==> src/rtl/mem_cache.sv <==
// mem_cache: direct-mapped, write-through, no-write-allocate cache that sits
// between a CPU request port and a slower backing memory.
//
// The CPU word address is split as {tag, index, offset}. Read hits answer in
// the cycle after the request is seen. Read misses fetch the whole line one
// word at a time, with a single idle cycle after every memory beat. Writes
// always go straight to memory and update the cached copy only on a hit.
//
// Ports:
//   clock, reset      rising-edge clock, asynchronous active-high reset
//   cpu_macc/cpu_rd   CPU request valid and direction (1 = read)
//   cpu_addr/cpu_din  CPU word address and write data (held until complete)
//   cpu_dout          read data, valid while cpu_complete is high
//   cpu_complete      one-cycle done pulse to the CPU
//   mem_macc/mem_rd   backing-memory request valid and direction
//   mem_addr/mem_din  backing-memory address and write data
//   mem_dout          backing-memory read data
//   mem_complete      backing-memory done pulse
//   flush             single-cycle invalidate-all request
//   hit_cnt/miss_cnt  saturating read hit/miss statistics

module mem_cache #(
  parameter int ADDR_W   = 16,
  parameter int DATA_W   = 16,
  parameter int INDEX_W  = 4,
  parameter int OFFSET_W = 2
) (
  input  logic              clock,
  input  logic              reset,
  input  logic              cpu_macc,
  input  logic              cpu_rd,
  input  logic [ADDR_W-1:0] cpu_addr,
  input  logic [DATA_W-1:0] cpu_din,
  output logic [DATA_W-1:0] cpu_dout,
  output logic              cpu_complete,
  output logic              mem_macc,
  output logic              mem_rd,
  output logic [ADDR_W-1:0] mem_addr,
  output logic [DATA_W-1:0] mem_din,
  input  logic [DATA_W-1:0] mem_dout,
  input  logic              mem_complete,
  input  logic              flush,
  output logic [15:0]       hit_cnt,
  output logic [15:0]       miss_cnt
);

  // Tag width must be at least one bit for the address split to make sense.
  localparam int TAG_W  = ADDR_W - INDEX_W - OFFSET_W;
  localparam int LINE_W = ADDR_W - OFFSET_W;
  localparam int LINES  = 1 << INDEX_W;
  localparam int WORDS  = 1 << OFFSET_W;

  typedef enum logic [2:0] {
    IDLE,
    FILL,
    FILL_GAP,
    WRITE,
    RESP
  } state_t;

  state_t              state_q, state_d;
  logic [OFFSET_W-1:0] beat_q, beat_d;
  logic [LINE_W-1:0]   line_q, line_d;
  logic [DATA_W-1:0]   cpu_dout_q, cpu_dout_d;
  logic                flush_pend_q, flush_pend_d;
  logic [LINES-1:0]    valid_q, valid_d;
  logic [15:0]         hit_cnt_q, hit_cnt_d;
  logic [15:0]         miss_cnt_q, miss_cnt_d;

  logic [DATA_W-1:0]   data_mem [LINES*WORDS];
  logic [TAG_W-1:0]    tag_mem  [LINES];

  logic                        data_we;
  logic [INDEX_W+OFFSET_W-1:0] data_waddr;
  logic [DATA_W-1:0]           data_wdata;
  logic                        tag_we;
  logic [INDEX_W-1:0]          tag_waddr;
  logic [TAG_W-1:0]            tag_wdata;

  logic [TAG_W-1:0]    req_tag;
  logic [INDEX_W-1:0]  req_index;
  logic [OFFSET_W-1:0] req_off;
  logic                req_hit;
  logic [INDEX_W-1:0]  fill_index;
  logic [TAG_W-1:0]    fill_tag;

  // The CPU holds its address stable for the whole transaction, so the
  // decoded request fields stay usable in every state.
  assign req_tag    = cpu_addr[ADDR_W-1 -: TAG_W];
  assign req_index  = cpu_addr[OFFSET_W +: INDEX_W];
  assign req_off    = cpu_addr[OFFSET_W-1:0];
  assign req_hit    = valid_q[req_index] && (tag_mem[req_index] == req_tag);
  assign fill_index = line_q[INDEX_W-1:0];
  assign fill_tag   = line_q[LINE_W-1 -: TAG_W];

  assign cpu_dout = cpu_dout_q;
  assign hit_cnt  = hit_cnt_q;
  assign miss_cnt = miss_cnt_q;

  // Controller: next state, register updates and all handshake outputs.
  // Memory-side outputs are decoded from the state alone so reset drives
  // them to their idle values without waiting for a clock edge.
  always_comb begin
    state_d      = state_q;
    beat_d       = beat_q;
    line_d       = line_q;
    cpu_dout_d   = cpu_dout_q;
    flush_pend_d = flush_pend_q | flush;
    valid_d      = valid_q;
    hit_cnt_d    = hit_cnt_q;
    miss_cnt_d   = miss_cnt_q;
    data_we      = 1'b0;
    data_waddr   = {fill_index, beat_q};
    data_wdata   = mem_dout;
    tag_we       = 1'b0;
    tag_waddr    = fill_index;
    tag_wdata    = fill_tag;
    mem_macc     = 1'b0;
    mem_rd       = 1'b1;
    mem_addr     = '0;
    mem_din      = '0;
    cpu_complete = 1'b0;

    case (state_q)
      IDLE: begin
        // A pending or same-cycle flush wins over any CPU request.
        if (flush_pend_q || flush) begin
          valid_d      = '0;
          flush_pend_d = 1'b0;
        end else if (cpu_macc) begin
          if (cpu_rd) begin
            if (req_hit) begin
              cpu_dout_d = data_mem[{req_index, req_off}];
              state_d    = RESP;
              if (hit_cnt_q != 16'hFFFF) hit_cnt_d = hit_cnt_q + 16'd1;
            end else begin
              // The victim line is dropped up front so a refill that is cut
              // short by reset can never look valid.
              valid_d[req_index] = 1'b0;
              line_d             = cpu_addr[ADDR_W-1:OFFSET_W];
              beat_d             = '0;
              state_d            = FILL;
              if (miss_cnt_q != 16'hFFFF) miss_cnt_d = miss_cnt_q + 16'd1;
            end
          end else begin
            state_d = WRITE;
          end
        end
      end

      FILL: begin
        mem_macc = 1'b1;
        mem_addr = {line_q, beat_q};
        if (mem_complete) begin
          data_we = 1'b1;
          if (beat_q == req_off) cpu_dout_d = mem_dout;
          state_d = FILL_GAP;
        end
      end

      FILL_GAP: begin
        if (&beat_q) begin
          valid_d[fill_index] = 1'b1;
          tag_we              = 1'b1;
          state_d             = RESP;
        end else begin
          beat_d  = beat_q + OFFSET_W'(1);
          state_d = FILL;
        end
      end

      WRITE: begin
        mem_macc = 1'b1;
        mem_rd   = 1'b0;
        mem_addr = cpu_addr;
        mem_din  = cpu_din;
        if (mem_complete) begin
          if (req_hit) begin
            data_we    = 1'b1;
            data_waddr = {req_index, req_off};
            data_wdata = cpu_din;
          end
          state_d = RESP;
        end
      end

      RESP: begin
        cpu_complete = 1'b1;
        state_d      = IDLE;
      end

      default: state_d = IDLE;
    endcase
  end

  // Control, valid bits and statistics; all cleared by the async reset.
  always_ff @(posedge clock or posedge reset) begin
    if (reset) begin
      state_q      <= IDLE;
      beat_q       <= '0;
      line_q       <= '0;
      cpu_dout_q   <= '0;
      flush_pend_q <= 1'b0;
      valid_q      <= '0;
      hit_cnt_q    <= '0;
      miss_cnt_q   <= '0;
    end else begin
      state_q      <= state_d;
      beat_q       <= beat_d;
      line_q       <= line_d;
      cpu_dout_q   <= cpu_dout_d;
      flush_pend_q <= flush_pend_d;
      valid_q      <= valid_d;
      hit_cnt_q    <= hit_cnt_d;
      miss_cnt_q   <= miss_cnt_d;
    end
  end

  // Data and tag storage need no reset: nothing is read unless valid is set.
  always_ff @(posedge clock) begin
    if (data_we) data_mem[data_waddr] <= data_wdata;
    if (tag_we) tag_mem[tag_waddr] <= tag_wdata;
  end

endmodule
==> config.mk <==
export PLATFORM = sky130hd
export DESIGN_NAME = mem_cache
export DESIGN_NICKNAME = d
export VERILOG_FILES = /design/src/rtl/mem_cache.sv
export SDC_FILE = /design/constraint.sdc
export NUM_CORES = 1
export LEC_CHECK = 0
export BUFFER_PORTS_ARGS = -buffer_cell sky130_fd_sc_hd__buf_2
export CAP_MARGIN = 15
export CORE_ASPECT_RATIO = 0.75
export CORE_MARGIN = 1.5
export CORE_UTILIZATION = 65
export DETAILED_ROUTE_END_ITERATION = 10
export PLACE_DENSITY = 0.83
export SLEW_MARGIN = 10
export SYNTH_ARGS = -nofsm -noshare
export SYNTH_HDL_FRONTEND = slang
export SYNTH_SLANG_ARGS = --single-unit
==> constraint.sdc <==
create_clock -name clock -period 13.7 [get_ports clock]
set_input_delay 4.11 -clock clock [delete_from_list [all_inputs] [get_ports clock]]
set_output_delay 4.11 -clock clock [all_outputs]
set_load 0.02 [all_outputs]
* Word-level counts from Yosys, hierarchy flattened
Memories as Yosys holds them, arrays and structs flattened.
Cells that the tools add are included.
** Word-level totals
- Register bits :: 84
- Memory bits (writable) :: 1184
- Bits of input ports :: 54
- Output and inout bits :: 83
- Word-level logic and storage cells :: 116
- Memories :: 2
** Memories
- data_mem :: words 64, width 16, read ports 1, clocked after Yosys merged registers in 0, wr ports 1, RTL line 70 : logic [DATA_W-1:0] data_mem [LINES*WORDS];
- tag_mem :: words 16, width 10, read ports 1, clocked after Yosys merged registers in 0, wr ports 1, RTL line 71 : logic [TAG_W-1:0] tag_mem [LINES];
** Operators by class
- Add/subtract/negate cells :: 3
- Magnitude comparators :: 4
- Equality and inequality tests :: 21
- Multiplexer cells :: 56
- Bitwise gates (word level) :: 6
- Reductions and logical operators :: 16
** Operators with widths (number)
- two-way mux 16 bit :: 15
- case mux 16 bit (2 select lines) :: 3
- adder 16 x 1 -> 16 bit (second input constant) :: 2
- inequality test 16 bit (second input constant) :: 2
- two-way mux 3 bit :: 7
- inequality test 2 bit (second input constant) :: 10
- two-way mux 6 bit :: 3
- AND reduction 6 bit :: 3
- two-way mux 1 bit :: 17
- bitwise AND 16 bit :: 1
- inverter 16 bit :: 1
- OR 16 bit :: 1
- case mux 3 bit (4 select lines) :: 1
- equality test 10 bit :: 1
- < comparator 4 x 5 -> 1 bit (second input constant) :: 2
- two-way mux 2 bit :: 5
- AND reduction 5 bit :: 2
- inequality test 3 bit (second input constant) :: 3
- demux 1 bit (select 4 bit) :: 2
- >= comparator 4 x 1 -> 1 bit (second input constant) :: 2
- AND reduction 7 bit :: 1
- equality test 3 x 2 -> 1 bit (second input constant) :: 2
- binary-select mux 1 bit (select 4 bit) :: 1
- case mux 2 bit (2 select lines) :: 1
- 14 further kinds :: 18

* Longest topological paths before layout
- Depth in word-level cells :: 11
- Depth in mapped cells :: 15
- Depth with buffers taken out :: 9

* Worst setup path after synthesis
OpenSTA, ideal clock, no wires.
- Kind :: in2out
- Start :: input port cpu_addr[1]
- End :: output port mem_addr[1]
- Arrival :: 6.174 ns
- Data required time :: 9.590 ns
- Slack :: 3.416 ns
- Cell stages on the path :: 7
- Buffers on the path :: 5
- Path through :: clkbuf_1 -> buf_1 -> buf_1 -> clkbuf_1 -> buf_1 -> a21oi_1 -> nor2_1
** On the way
- Longest elaborated chain between the ends :: 1
** RTL lines
- start, declared :: RTL line 32 : input logic [ADDR_W-1:0] cpu_addr,
- case mux 16 bit (2 select lines) :: RTL line 124 : case (state_q)
- end, declared :: RTL line 38 : output logic [ADDR_W-1:0] mem_addr,
No other way between the ends.

* Worst setup path after layout
- Start :: input port cpu_addr[4]
- End :: output port mem_addr[4]
Same word-level chain as after synthesis.

==> qor.txt <==
Die Footprint: 79800 sq um
first-pass GRT wire length: 204000 um
ANT nets after route: 0
combinational power share: 11.3%
Async SR Flop Fraction: 6.62%
setup violators final: 0
NetSw: 0.00228 W
Unique masters post-synth: 67
Final nets: 2815
cell count after synthesis: 2591
CP Class: in2out
final wirelength: 144000 um
Pre-Repair DR Iteration Count: 11
final hold viol count: 0
dpl cells: 3681
Top FF cell, synth: edfxtp_1
Post-synth EDFFs: 1184
vias in the first global route: 28.3k
r2r startpoint: state_q[2]
Buffers on Ports: 136
number of post-CTS setup repair buffers: 0
Tightest Pin Transition: 1.41 ns
all-layer global routing usage: 36.6%
Root Driver: clkbuf_16
max-slew violation count: 0
post-DR wirelength/cell: 37.1 um
Max-slew headroom: 6.04%
CTS resizes: 0
core region area: 77100 sq um
Clock Skew: 0.0284 ns
startpoint types: primary input
CP required: 9.59 ns
Setup TNS: 0 ns
antenna violations before repair: 11
Worst-Skew Late Latency: 0.72 ns
post-placement cell area: 52900 sq um
Die W: 326 um
vias per cell: 7.41
setup slack, reg-to-reg: 8.44 ns
via count: 28.9k
Post-route DRC: 0
final core occ: 73.6%
power per cell area: 155 nW/um^2
CTS clk-pin slew, worst paths: 0.07 ns
setup slack after layout: 4.02 ns
clock share of power: 37.2%
max_cap viols: 0
RePlAce Congestion: 1.00
fmax: 103 MHz
io pins: 137
Worst EP arrival: 5.57 ns
share of cells above drive strength 1: 29.6%
sw frac: 25.9%
CTS tree: done
Final min period: 9.68 ns
YS warnings: 0
Mapped Avg Cell Area: 19.6 sq um
clk sinks: 1268
area growth from synthesis to final layout: 11.7%
Seq/Total Area, Yosys: 74.2%
final instance area: 56700 sq um
CTS H-Tree Depth: 3
syn nets: 2648
hpwl dp: 82800 um
crit end category: primary output
Hold WC Path Type: reg2reg
Overflow after GRT: 0
Cell Int Power: 0.00652 W
Worst IR Drop VDD: 0.185 mV
CTS Buffer Depth: 3
status: finished, final reports clean
CTS Buf Count: 110
worst-path maximum fanout: 36
cell area after synthesis: 50800 sq um
Reg power frac: 51.5%
Detailed Route Iter0 Violations: 5104
Final Non-Filler Cells: 3893
Hold Crit Start: hit_cnt[9]
fin crit share: 70.7%
largest net degree at the start of global routing: 120
cts hold-fix bufs: 0
Worst setup startpoint: cpu_addr[4]
row count: 88
leakage dissipation: 18.6 nW
RSZ-0062 raised after global routing: false
pre-CTS setup slack: 3.72 ns
Synth Register Bits: 1268
Starting Density: 65.9%
Die H: 245 um
FILL cells: 4158
-- Yosys cell counts, types with 3 or more instances --
cell type / count / area [sq um]
edfxtp_1: 1184 / 35600
mux4_2: 307 / 6910
nand2_1: 155 / 582
a21oi_1: 114 / 571
nor2_1: 85 / 319
dfrtp_1: 84 / 2100
clkbuf_1: 79 / 297
mux2i_1: 63 / 631
mux2_2: 40 / 450
buf_2: 36 / 180
and3_1: 35 / 219
a22oi_1: 34 / 255
nor3_1: 28 / 140
nand3_1: 27 / 135
o21ai_0: 27 / 135
a31oi_1: 26 / 163
xor2_1: 25 / 219
buf_1: 22 / 82.6
nand4_1: 17 / 106
a32oi_1: 14 / 123
xnor2_1: 14 / 123
inv_1: 13 / 48.8
mux2_1: 13 / 146
o22ai_1: 13 / 81.3
nand2b_1: 10 / 62.6
nor2b_1: 10 / 62.6
buf_6: 7 / 78.8
mux2_4: 7 / 105
or4_1: 7 / 52.6
a221oi_1: 6 / 52.6
a22o_1: 6 / 52.6
and2_1: 6 / 37.5
buf_4: 6 / 45.0
or3_1: 6 / 37.5
a211oi_1: 5 / 37.5
nor3b_1: 5 / 37.5
and4_1: 4 / 35.0
nand3b_1: 4 / 30.0
nor4_1: 4 / 25.0
o211ai_1: 4 / 30.0
a32o_1: 3 / 30.0
ha_1: 3 / 37.5
or2_2: 3 / 18.8
-- per-layer routing --
metal	share of wire [%]	global-route usage [%]	vias up
met5	0.22	2.11	-
met4	5.1	14.7	14
met3	15	12.6	541
met2	46	54.9	2685
met1	34	50.0	14630
li1	-	-	10986
-- worst paths after layout --
kind                                    end  depth (start not counted)
max in group asynchronous        state_q[1]                          3
max reg2reg                data_mem[57][14]                          7
max                             mem_addr[4]                          5
min in group asynchronous       miss_cnt[9]                          2
min                              hit_cnt[9]                          1
min reg2reg                      hit_cnt[9]                          1
-- cells in the final DEF (no fill, tap or decap), drive strengths merged, types with 7 or more instances in the layout --
cell      count
a21oi       114
a22oi        34
a31oi        26
a32oi        14
and3         35
buf         206
bufinv       15
clkbuf      136
clkinv       48
clkinvlp      9
dfrtp        84
edfxtp     1184
inv          15
mux2         60
mux2i        63
mux4        307
nand2       156
nand2b       10
nand3        27
nand4        17
nor2         86
nor2b        10
nor3         30
o21ai        27
o22ai        13
or4           7
xnor2        15
xor2         25
-- power groups by stage --
stage	Clock, W	Sequential [W]	Combinational, W
floorplan	0	0.00456	0.000553
global placement	0	0.00459	0.000913
detailed placement	0	0.00460	0.000937
CTS	0.00326	0.00452	0.000951
global route	0.00340	0.00454	0.00101
finish	0.00327	0.00453	0.000994
-- stage by stage --
step | hold slack, ns | total power, W
finish | 0.482 | 0.00879
detailed placement | 0.475 | 0.00554
global placement | 0.467 | 0.00550
global route | 0.504 | 0.00895
CTS | 0.484 | 0.00874
floorplan | 0.464 | 0.00511
-- registers in the layout, indices dropped and copies added (netlist names) --
name / cells
beat_q: 2
cpu_dout: 16
data_mem: 1024
flush_pend_q: 1
hit_cnt: 16
line_q: 14
miss_cnt: 16
state_q: 3
tag_mem: 160
valid_q: 16
-- worst max-delay path, cell delays in order --
cell and delay, ns:
buf_2 0.43, buf_4 0.52, mux2i_1 0.15, nor2_1 0.14, buf_2 0.19
-- final cells by class --
type | instances | area [sq um] | area share (%)
diodes | 3 | 7.51 | 0.0132
clock buffers | 136 | 2960 | 5.22
clock inverters | 73 | 822 | 1.45
inverters | 14 | 55.1 | 0.0971
multi-input cells | 1158 | 12700 | 22.3
flip-flops and latches | 1268 | 37700 | 66.4
well taps | 1035 | 1290 | 2.28
repair buffers | 206 | 1260 | 2.21
-- kinds of logic (layout without fill, tap and decap cells) --
| kind of cell | after synthesis | count (layout) | share of synthesized area [%] |
|---|---|---|---|
| other | 0 | 3 | 0 |
| AO/OA/AOI/OAI | 269 | 269 | 3.37 |
| flip-flops | 1268 | 1268 | 74.2 |
| adder cells (fa/ha/maj) | 3 | 3 | 0.0740 |
| multiplexers | 430 | 430 | 16.2 |
| XOR/XNOR | 40 | 40 | 0.705 |
| buffers and inverters | 165 | 429 | 1.49 |
| AND/OR/NAND/NOR | 416 | 416 | 3.94 |
No activity file was read; power rests on OpenSTA's default activity.
